File: config.mk
export PLATFORM = sky130hd
export DESIGN_NAME = dmem_porta_arbiter
export DESIGN_NICKNAME = d
export VERILOG_FILES = /design/src/rtl/dmem_porta_arbiter.sv
export SDC_FILE = /design/constraint.sdc
export NUM_CORES = 1
export LEC_CHECK = 0
export CELL_PAD_IN_SITES_DETAIL_PLACEMENT = 1
export CELL_PAD_IN_SITES_GLOBAL_PLACEMENT = 1
export CORE_MARGIN = 2
export CORE_UTILIZATION = 14
export DETAILED_ROUTE_END_ITERATION = 7
export PLACE_DENSITY_LB_ADDON = 0.1
export SYNTH_ARGS = -nofsm -noshare
export SYNTH_HDL_FRONTEND = slang
export SYNTH_SLANG_ARGS = --single-unit
File: constraint.sdc
create_clock -name clk -period 1.52 [get_ports clk]
set_clock_uncertainty 0.05 [all_clocks]
set_input_delay 0.228 -clock clk [delete_from_list [all_inputs] [get_ports clk]]
set_output_delay 0.228 -clock clk [all_outputs]
set_load 0.005 [all_outputs]
File: src/rtl/dmem_porta_arbiter.sv
// dmem_porta_arbiter
// Shares dmem port A between the CPU data interface and the BMEM2VGA reader.
// The CPU normally wins. A pending VGA request that keeps losing to the CPU
// is granted after a bounded number of cycles by a one-cycle FORCE_VGA state.
// Read data is returned to the requester that issued the read, using an
// owner shift register that matches the RAM read latency.

module dmem_porta_arbiter #(
    parameter int ADDR_W     = 16,
    parameter int DATA_W     = 16,
    parameter int RD_LATENCY = 2,
    parameter int MAX_WAIT   = 4
) (
    input  logic              clk,
    input  logic              rst,

    input  logic              cpu_ren,
    input  logic              cpu_wren,
    input  logic [ADDR_W-1:0] cpu_addr,
    input  logic [DATA_W-1:0] cpu_wdata,
    output logic              cpu_stall,
    output logic              cpu_rvalid,
    output logic [DATA_W-1:0] cpu_rdata,

    input  logic              vga_req,
    input  logic [ADDR_W-1:0] vga_addr,
    output logic              vga_gnt,
    output logic              vga_rvalid,
    output logic [DATA_W-1:0] vga_rdata,

    output logic [ADDR_W-1:0] ram_addr,
    output logic [DATA_W-1:0] ram_wdata,
    output logic              ram_ren,
    output logic              ram_wren,
    input  logic [DATA_W-1:0] ram_q
);

    typedef enum logic {
        NORMAL    = 1'b0,
        FORCE_VGA = 1'b1
    } state_t;

    // Counter value at which one more lost cycle forces a VGA grant.
    localparam logic [3:0] WAIT_LAST = 4'(MAX_WAIT - 1);

    state_t                state;
    state_t                state_next;
    logic [3:0]            wait_cnt;
    logic [3:0]            wait_cnt_next;
    logic [RD_LATENCY-1:0] cpu_pipe;
    logic [RD_LATENCY-1:0] cpu_pipe_next;
    logic [RD_LATENCY-1:0] vga_pipe;
    logic [RD_LATENCY-1:0] vga_pipe_next;

    logic cpu_req;
    logic cpu_rd;
    logic cpu_acc;

    // A simultaneous read+write is treated as a write only.
    assign cpu_req = cpu_ren | cpu_wren;
    assign cpu_rd  = cpu_ren & ~cpu_wren;

    // State register: FSM, starvation counter and read-owner pipeline.
    always_ff @(posedge clk) begin
        if (rst) begin
            state    <= NORMAL;
            wait_cnt <= '0;
            cpu_pipe <= '0;
            vga_pipe <= '0;
        end else begin
            state    <= state_next;
            wait_cnt <= wait_cnt_next;
            cpu_pipe <= cpu_pipe_next;
            vga_pipe <= vga_pipe_next;
        end
    end

    // Next-state logic: count cycles a pending VGA request loses, force it after MAX_WAIT.
    always_comb begin
        state_next    = NORMAL;
        wait_cnt_next = '0;
        if (vga_req && !vga_gnt) begin
            if (wait_cnt == WAIT_LAST) begin
                state_next = FORCE_VGA;
            end else begin
                wait_cnt_next = wait_cnt + 4'd1;
            end
        end
    end

    // Output logic: pick the winner for this cycle; everything is held off during reset.
    always_comb begin
        vga_gnt   = 1'b0;
        cpu_acc   = 1'b0;
        cpu_stall = 1'b0;
        if (!rst) begin
            if (state == FORCE_VGA && vga_req) begin
                vga_gnt   = 1'b1;
                cpu_stall = cpu_req;
            end else if (cpu_req) begin
                cpu_acc = 1'b1;
            end else begin
                vga_gnt = vga_req;
            end
        end
    end

    // Owner pipeline input: who issued the read accepted this cycle.
    always_comb begin
        cpu_pipe_next    = cpu_pipe << 1;
        vga_pipe_next    = vga_pipe << 1;
        cpu_pipe_next[0] = cpu_acc & cpu_rd;
        vga_pipe_next[0] = vga_gnt;
    end

    assign ram_addr  = vga_gnt ? vga_addr : cpu_addr;
    assign ram_wdata = cpu_wdata;
    assign ram_wren  = cpu_acc & cpu_wren;
    assign ram_ren   = (cpu_acc & cpu_rd) | vga_gnt;

    assign cpu_rvalid = cpu_pipe[RD_LATENCY-1];
    assign vga_rvalid = vga_pipe[RD_LATENCY-1];
    assign cpu_rdata  = cpu_rvalid ? ram_q : '0;
    assign vga_rdata  = vga_rvalid ? ram_q : '0;

endmodule

# After elaboration in Yosys (flattened, before gate mapping)
# Cells that the tools add are included.
[totals]
reg_bits = 9
input_bits = 69
word_cells = 30
[op_classes]
add_sub_neg = 1
eq_ne = 1
muxes = 12
bitwise_logic = 7
n_reduce_logical = 5
[op_table]
columns = ["operator", "n"]
rows = [
  ["$mux W16", 3],
  ["$mux W1", 9],
  ["$add A4 B1 Y4 const B", 1],
  ["$eq A4 B2 Y1 const B", 1],
  ["$and A1 B1 Y1", 3],
  ["$reduce_or A3 Y1", 1],
  ["$logic_and A1 B1 Y1", 2],
  ["$not A1 Y1", 2],
  ["$or A1 B1 Y1", 2],
  ["$reduce_or A2 Y1", 1],
  ["$logic_not A1 Y1", 1],
]

# Logic depth before layout (Yosys ltp)
[depth]
depth_word = 8
depth_mapped = 5

# Worst setup path after synthesis
# No wires, ideal clock.
[synth_path]
path_kind = "input to output"
from = "in rst"
to = "out ram_addr[10]"
t_arrival_ps = 1076
required_time_ps = 1242
path_slack_ps = 166
stages = 5
n_path_buf = 2
cell_sequence = "nand2b_4 -> o21bai_1 -> buf_6 -> buf_12 -> mux2_4"
[synth_via]
elab_chain_len = 2
[synth_rtl]
columns = ["element", "line_no", "rtl"]
rows = [
  ["start, declared", "15", "input logic rst,"],
  ["$mux W1", "96", "if (!rst) begin"],
  ["$mux W16", "116", "assign ram_addr = vga_gnt ? vga_addr : cpu_addr;"],
  ["end, declared", "31", "output logic [ADDR_W-1:0] ram_addr,"],
]
# Every way passes these cells.

# Final worst setup path
[layout_path]
from = "reg state"
to = "out ram_addr[12]"
[layout_via]
elab_chain_len = 4
[layout_rtl]
columns = ["element", "line_no", "rtl"]
rows = [
  ["start, declared", "46", "state_t state;"],
  ["start signal, assigned", "71", "state <= state_next;"],
  ["$logic_and A1 B1 Y1", "97", "if (state == FORCE_VGA && vga_req) begin"],
  ["$mux W1", "97", ""],
  ["$mux W1", "96", ""],
  ["$mux W16", "116", ""],
]
# Every way passes these cells.

==> flow_summary.json <==
{
  "status": "complete, but fails checks",
  "violations": "setup timing",
  "synth_cell_types": 23,
  "place_area_sq_um": 2017,
  "core_sq_um": 6350,
  "relSlewSlack_pct": 86.43,
  "antenna_found_initial": 0,
  "period_minus_slack_ps": 1644,
  "wl_per_cell_um": 13.20,
  "setup_viol": 16,
  "syn_area_per_cell_sq_um": 8.735,
  "grt_max_degree": 10,
  "yosysWarnings": 0,
  "p_sw_mw": 0.1814,
  "synth-compound-area-share_pct": 1.364,
  "cts_root_buffer": "clkbuf_8",
  "yosys_most_used_dff": "dfxtp_1",
  "vias_per_cell": 3.910,
  "dr.pass1.iters": 4,
  "netlist.area_leader.share_pct": 22.51,
  "die_h_um": 84.94,
  "grtUsageTotal_pct": 10.52,
  "cts_buffers": 3,
  "initial_core_util_pct": 14.44,
  "period_share_pct": 108.1,
  "dp_hpwl_um": 2967,
  "first_iter_violations": 12,
  "vias": 1126,
  "synth_area_sq_um": 917.1,
  "final_nets": 282,
  "synth_edf_count": 0,
  "drv_cap": 0,
  "critPathLaunchType": "register",
  "netlist_instances": 105,
  "powerDensity_nw_per_um2": 389.2,
  "synth.most_common_cell": "and2_1",
  "synth_top_family_by_area": "simple AND/OR/NAND/NOR gates",
  "crit_path_max_fanout": 8,
  "worstPathArrival_ps": 1370,
  "clk_path_buf_depth": 2,
  "worstHoldEndpoint": "cpu_pipe[1]",
  "synth_nets": 175,
  "hp-class": "register to register",
  "r2r_cells": 3,
  "globalplace.congestion": 0.7542,
  "end_kind": "output port",
  "yosysTopAreaCell": "and2_1",
  "max_freq_mhz": 608.3,
  "clock_sinks": 9,
  "cts_tree": "yes",
  "synth_simple_gate_area_share_pct": 34.38,
  "reg2reg_to": "wait_cnt[0]",
  "synth_seq_cells": 9,
  "antenna_cells": 0,
  "worstMarginPinSlew_ps": 202.0,
  "synth_area_leaders": "and2_1 23%, dfxtp_1 20%, buf_4 13%, mux2_2 12%, mux2_4 11%",
  "die_w_um": 84.94,
  "synth_commonest_cells": "33 x and2_1, 16 x buf_4, 10 x mux2_2, 9 x dfxtp_1, 7 x mux2_4",
  "synthArstFlopShare_pct": 0,
  "muxShareOfSynthArea_pct": 23.74,
  "grt_pass1_vias": 1260,
  "portBuffers": 106,
  "crit_type": "register to output port",
  "ff2ff_setup_slack_ps": 230,
  "setup_slack_ps": -123.8,
  "vdd_drop_max_uv": 161.5,
  "wirelength_um": 3801,
  "drc": 0,
  "leakage_nw": 1.137,
  "clock_latency_ps": 230,
  "overflow": 0,
  "finalMaxSlewViolations": 0,
  "p_int_mw": 0.6785,
  "die_area_sq_um": 7214,
  "grt_pass1_wl_um": 6023,
  "path_clk_slew_ps": 40,
  "h-tree-depth": 1,
  "switching_share_pct": 21.09,
  "area_growth_syn_to_layout_pct": 140.9,
  "cp_data_required_time_ps": 1240,
  "hold_depth": 1,
  "synth_fa_ha_area_share_pct": 1.364,
  "dp_slack_ps": -747.4,
  "synth_xor_area_share_pct": 0.9550,
  "num_io_pins": 139,
  "clkPwrFrac_pct": 31.2,
  "fp-row-count": 29,
  "comb_power_share_pct": 40.5,
  "rsz0062_at_grt": "yes",
  "synth-seq-area-share_pct": 19.65,
  "hold_violations": 0,
  "seqPwrFrac_pct": 28.3,
  "layout-drive-gt1-share_pct": 32.70,
  "postCtsHoldBufs": 0,
  "stdcell_area_sq_um": 2210,
  "ant_nets": 0,
  "r2r_start": "state",
  "hp-start": "cpu_pipe[0]"
}
-- layout by cell type (no fill, tap or decap), types with 2 or more instances in the layout --
cell / netlist / routed
clkdlybuf4s50_1: 0 / 47
and2_1: 33 / 33
dlygate4sd2_1: 0 / 26
buf_6: 1 / 20
mux2_4: 7 / 16
clkdlybuf4s15_1: 0 / 10
buf_4: 16 / 8
dfxtp_1: 9 / 6
nor2_1: 5 / 4
inv_1: 3 / 3
nand2_1: 4 / 3
clkbuf_8: 0 / 3
buf_2: 0 / 3
nor3_1: 2 / 2
and2b_2: 2 / 2
dfxtp_4: 0 / 2
buf_12: 1 / 2
-- worst max-delay path by stage --
stage          cells past startpoint  slack [ps]     from            to
2_1_floorplan                      5         170      rst  ram_addr[10]
3_3_place_gp                       6        -730  vga_req  ram_addr[11]
3_5_place_dp                       6        -750      rst   ram_addr[2]
4_1_cts                            5        -200    state   ram_addr[5]
5_1_grt                            4        -170    state   ram_addr[1]
6_report                           4        -120    state  ram_addr[12]
-- through the flow --
step                setup TNS [ps]  hold WS (ps)  util, %  instances  power (mW)
floorplan                        0         328.6        -        105      0.3596
global placement            -16050         383.2    31.76        276      0.5672
detailed placement          -16480         396.2    31.76        276      0.5737
CTS                          -2750         406.0    35.21        290      0.8802
global route                 -2611         406.0    34.80        288      0.9148
finish                       -1755         404.6    34.80        288      0.8599
-- logic make-up after synthesis --
| logic type | count (synthesis) |
|---|---|
| buffers and inverters | 23 |
| adder cells (fa/ha/maj) | 1 |
| XOR/XNOR | 1 |
| flip-flops | 9 |
| AO/OA/AOI/OAI | 2 |
| AND/OR/NAND/NOR | 52 |
| multiplexers | 17 |
-- state kept, by name (all words and copies together), names as in the netlist --
signal and flops:
wait_cnt 4, vga_pipe 2, state 1, cpu_pipe 2
-- layer usage --
metal  part of all wire, %  GRT usage, %
met1                    32         9.479
met4                  0.71         3.463
met2                    54         21.55
met5                     0             0
met3                    13         3.502
-- layout make-up --
cell class | count | area (sq um)
Sequential cell | 9 | 188.9
Timing Repair Buffer | 122 | 1242
Inverter | 3 | 11.26
Clock buffer | 4 | 45.04
Multi-Input combinational cell | 73 | 625.6
Fill cell | 732 | 4140
Tap cell | 77 | 96.34
-- timing repair --
action,4_1_cts,5_1_grt
cloned,4,0
setup endpoints to repair,52,24
pin swaps,3,1
buffers inserted,6,1
resized for setup,160,17
-- power by group through the flow --
stage	sequential [mW]	combinational, mW	clock, mW
finish	0.244	0.348	0.268
global route	0.244	0.374	0.297
CTS	0.245	0.356	0.279
detailed placement	0.249	0.325	0
global placement	0.249	0.319	0
floorplan	0.249	0.111	0
-- critical path: stages (launching register included) --
cell and delay (ps):
dfxtp_2 330, o21bai_4 200, buf_8 170, mux2_4 320, buf_6 120
No activity file was read; power rests on OpenSTA's default activity.
